File: config.mk
export PLATFORM = sky130hd
export DESIGN_NAME = if_fetch_ctrl
export DESIGN_NICKNAME = d
export VERILOG_FILES = /design/src/rtl/if_pkg.sv /design/src/rtl/if_fetch_ctrl.sv
export SDC_FILE = /design/constraint.sdc
export NUM_CORES = 1
export LEC_CHECK = 0
export CAP_MARGIN = 20
export CORE_MARGIN = 3
export CORE_UTILIZATION = 46
export CTS_CLUSTER_DIAMETER = 60
export DETAILED_ROUTE_END_ITERATION = 8
export GPL_ROUTABILITY_DRIVEN = 0
export GPL_TIMING_DRIVEN = 1
export MAX_ROUTING_LAYER = met4
export PLACE_DENSITY = 0.83
export SLEW_MARGIN = 30
export SYNTH_ARGS = -nofsm -noshare
export SYNTH_HDL_FRONTEND = slang
export SYNTH_SLANG_ARGS = --single-unit
File: constraint.sdc
create_clock -name clk -period 4.8 [get_ports clk]
set_input_delay 0.72 -clock clk [delete_from_list [all_inputs] [get_ports clk]]
set_output_delay 0.72 -clock clk [all_outputs]
set_load 0.01 [all_outputs]
File: src/rtl/if_pkg.sv
// Shared IF-stage types and constants for the fetch controller.
package if_pkg;

    localparam int unsigned IF_ADDR_W     = 32;
    localparam int unsigned IF_DATA_W     = 32;
    localparam logic [31:0] IF_RESET_ADDR = 32'hbfc00000;

    typedef enum logic [1:0] {
        IDLE = 2'd0,
        ADDR = 2'd1,
        DATA = 2'd2
    } fetch_state_t;

endpackage

File: src/rtl/if_fetch_ctrl.sv
// IF-stage fetch controller: turns PC fetch requests into single SRAM-like bus
// transactions and returns the instruction word, dropping responses squashed by flush.
module if_fetch_ctrl
    import if_pkg::*;
#(
    parameter int unsigned              ADDR_W     = IF_ADDR_W,
    parameter int unsigned              DATA_W     = IF_DATA_W,
    parameter logic [IF_ADDR_W-1:0]     RESET_ADDR = IF_RESET_ADDR
) (
    input  logic              clk,
    input  logic              rst,
    input  logic              pc_en,
    input  logic [ADDR_W-1:0] pc_addr,
    input  logic              flush,
    output logic              fetch_stall,
    output logic              inst_valid,
    output logic [ADDR_W-1:0] inst_addr,
    output logic [DATA_W-1:0] inst,
    output logic              bus_req,
    output logic [ADDR_W-1:0] bus_addr,
    input  logic              bus_addr_ok,
    input  logic              bus_data_ok,
    input  logic [DATA_W-1:0] bus_rdata
);

    fetch_state_t      state;
    fetch_state_t      state_n;
    logic              discard;
    logic              discard_n;
    logic              accept;
    logic              deliver;
    logic [ADDR_W-1:0] addr_q;

    // State register and registered outputs.
    always_ff @(posedge clk or negedge rst) begin
        if (!rst) begin
            state      <= IDLE;
            discard    <= 1'b0;
            addr_q     <= ADDR_W'(RESET_ADDR);
            bus_req    <= 1'b0;
            inst_valid <= 1'b0;
            inst       <= '0;
            inst_addr  <= ADDR_W'(RESET_ADDR);
        end else begin
            state      <= state_n;
            discard    <= discard_n;
            bus_req    <= (state_n == ADDR);
            inst_valid <= deliver;
            if (accept) begin
                addr_q <= pc_addr;
            end
            if (deliver) begin
                inst      <= bus_rdata;
                inst_addr <= addr_q;
            end
        end
    end

    // Next state, squash tracking and the PC hold.
    always_comb begin
        state_n     = state;
        discard_n   = discard;
        accept      = 1'b0;
        deliver     = 1'b0;
        fetch_stall = 1'b0;
        case (state)
            IDLE: begin
                fetch_stall = pc_en && !flush;
                if (pc_en && !flush) begin
                    accept  = 1'b1;
                    state_n = ADDR;
                end
            end
            ADDR: begin
                fetch_stall = 1'b1;
                if (flush) begin
                    discard_n = 1'b1;
                end
                if (bus_addr_ok) begin
                    state_n = DATA;
                end
            end
            DATA: begin
                fetch_stall = !(bus_data_ok && !discard && !flush);
                if (bus_data_ok) begin
                    state_n   = IDLE;
                    discard_n = 1'b0;
                    deliver   = !discard && !flush;
                end else if (flush) begin
                    discard_n = 1'b1;
                end
            end
            default: begin
                state_n   = IDLE;
                discard_n = 1'b0;
            end
        endcase
    end

    assign bus_addr = addr_q;

endmodule
==> results.json <==
{
  "core_um2": 8258,
  "postCtsHoldBufs": 0,
  "rsz0062_at_grt": "no",
  "ys_seq_elements": 101,
  "hpwl_um": 6210,
  "whs_ps": 381.7,
  "ys_seq_area_frac": 0.6464,
  "fp.dieArea_um2": 9723,
  "synthDistinctLibCells": 22,
  "cp.required_ps": 4080,
  "status": "finished, final reports clean",
  "layout.cells.most_common_list": "clkdlybuf4s50_1 (167), dfrtp_1 (83), mux2_1 (62)",
  "antenna_found_initial": 0,
  "fin_tns_setup_ps": 0,
  "grt_pass1_wl_um": 14150,
  "fp.dieH_um": 98.61,
  "wl_um": 8399,
  "critPathCaptureType": "output port",
  "post_cts_resized": 0,
  "fin_skew_ps": 14.18,
  "netlist_instances": 235,
  "routed_via_density": 4.940,
  "hold_path_class": "in -> async",
  "cp_max_fo": 5,
  "fillCellCount": 576,
  "yosys.area.top_type": "dfrtp_1",
  "post_drt_wl_per_cell_um": 16.25,
  "ios": 169,
  "die_w_um": 98.61,
  "stdcell_count": 517,
  "grt_use_total": 0.1853,
  "p_leak_nw": 2.466,
  "drtPass1Iterations": 4,
  "avgSynthCellArea_um2": 16.79,
  "final_common_cell": "clkdlybuf4s50_1",
  "numCtsBuffers": 9,
  "final_area_um2": 5853,
  "worst_pin_slew_ps": 617.6,
  "post-route-min-period_ps": 2992,
  "portBuffers": 168,
  "initial_utilization": 0.4777,
  "htreeDepth": 3,
  "power_density_nw_per_um2": 618.0,
  "nets": 481,
  "place_inst": 501,
  "critPathLaunchType": "input pin",
  "fmax_mhz": 334.2,
  "clockRootBuffer": "clkbuf_8",
  "dpl_cell_area_um2": 5669,
  "yosysWarnings": 0,
  "cts_sinks": 101,
  "worstSetupPathType": "in -> out",
  "row_count": 33,
  "cp_data_arrival_time_ps": 2270,
  "vias": 2554,
  "grt_max_degree": 52,
  "relSlewSlack": 0.5883,
  "syn_to_final_growth_pct": 48.37,
  "syn_area_um2": 3945,
  "yosys-top-cells-area": "dfrtp_1 (53%), mux2_1 (18%), dfstp_2 (12%), mux2_2 (9.7%), buf_8 (1.9%)",
  "clk_pin_slew_ps": 90,
  "grt_pass1_vias": 2840,
  "finalSetupViolCount": 0,
  "netlist.area_leader.share": 0.5265,
  "drive_above_1_share": 0.1796,
  "grt-ovfl-total": 0,
  "slew_viol_final": 0,
  "maxCapViolCount": 0,
  "hold_violations": 0,
  "peakVddDrop_mv": 0.3128,
  "antenna_cells": 0,
  "syn-num-nets": 309,
  "postCtsSetupBuffers": 0,
  "clk_latency_ps": 350,
  "drc": 0,
  "clk_path_buf_depth": 2,
  "period_share": 0.6234,
  "tritoncts": "yes",
  "final_antenna_net_count": 0,
  "drtIter0Drc": 28
}
==> sequential cells by signal, summed over array words and instances (netlist names) <==
name,cells
bus_req,1
discard,1
state,2
bus_addr,32
inst,32
inst_valid,1
inst_addr,32
==> final timing paths <==
kind,from,endpoint,slack (ps),depth (start not counted)
min in group clk,inst[5],inst[5],490,1
max in group asynchronous,rst,inst_addr[14],3350,2
max,flush,fetch_stall,1810,5
min reg2reg,inst[5],inst[5],490,1
max reg2reg,state[1],bus_req,2850,6
min,rst,inst[1],380,1
==> worst max-delay path, cell delays in order <==
cell and delay [ps]:
clkdlybuf4s50_1 510, and3b_1 290, nor2_1 50, a21oi_1 150, clkdlybuf4s50_1 550
==> per-layer routing <==
layer | vias to the layer above | GRT usage | wire length [µm]
li1 | 1171 | - | -
met1 | 1262 | 0.2427 | 3745
met2 | 113 | 0.3027 | 4058
met3 | 8 | 0.03680 | 534
met4 | 0 | 0.04097 | 61
met5 | - | - | 0
==> cell usage after synthesis <==
cell / instances
or3_1: 1
nor2b_1: 3
buf_2: 1
dfrtp_1: 83
o32ai_1: 1
mux2_2: 34
o21ai_0: 2
a31oi_1: 1
inv_1: 4
ha_1: 4
buf_6: 2
a21oi_1: 3
o31ai_1: 2
nor2_1: 2
nand2_1: 1
buf_8: 5
buf_4: 3
dfstp_2: 18
and3b_1: 1
nor4b_1: 1
mux2_1: 62
nor4b_2: 1
==> cell families after synthesis <==
| kind of cell | Yosys count | share of synthesized area |
|---|---|---|
| mux | 96 | 0.2740 |
| fa+ha+maj | 4 | 0.01269 |
| compound gates | 9 | 0.01395 |
| flops | 101 | 0.6464 |
| simple gates | 10 | 0.01744 |
| buf+inv | 15 | 0.03552 |
==> layout make-up <==
cell class	count	area (µm²)	share of cell area
Multi-Input combinational cell	119	1264	0.2159
Inverter	4	15.01	0.002565
Tap cell	105	131.4	0.02245
Timing Repair Buffer	172	1709	0.2920
Sequential cell	101	2550	0.4357
Clock buffer	11	151.4	0.02587
Clock inverter	5	32.53	0.005558
==> where the power goes <==
part,internal [mW],leakage [nW],switching [mW]
clock,0.218,0.0960,0.276
sequential,1.31,1.20,0.228
combinational,1.00,1.17,0.584
total,2.53,2.47,1.09
==> stage by stage <==
stage	setup WS, ps	util	total power, mW
finish	1808	0.7088	3.617
global route	1718	0.7088	3.839
detailed placement	1825	0.6865	3.166
global placement	1865	0.6865	3.108
CTS	1815	0.7088	3.671
floorplan	2602	-	2.153
(Power assumes the default switching activity.)
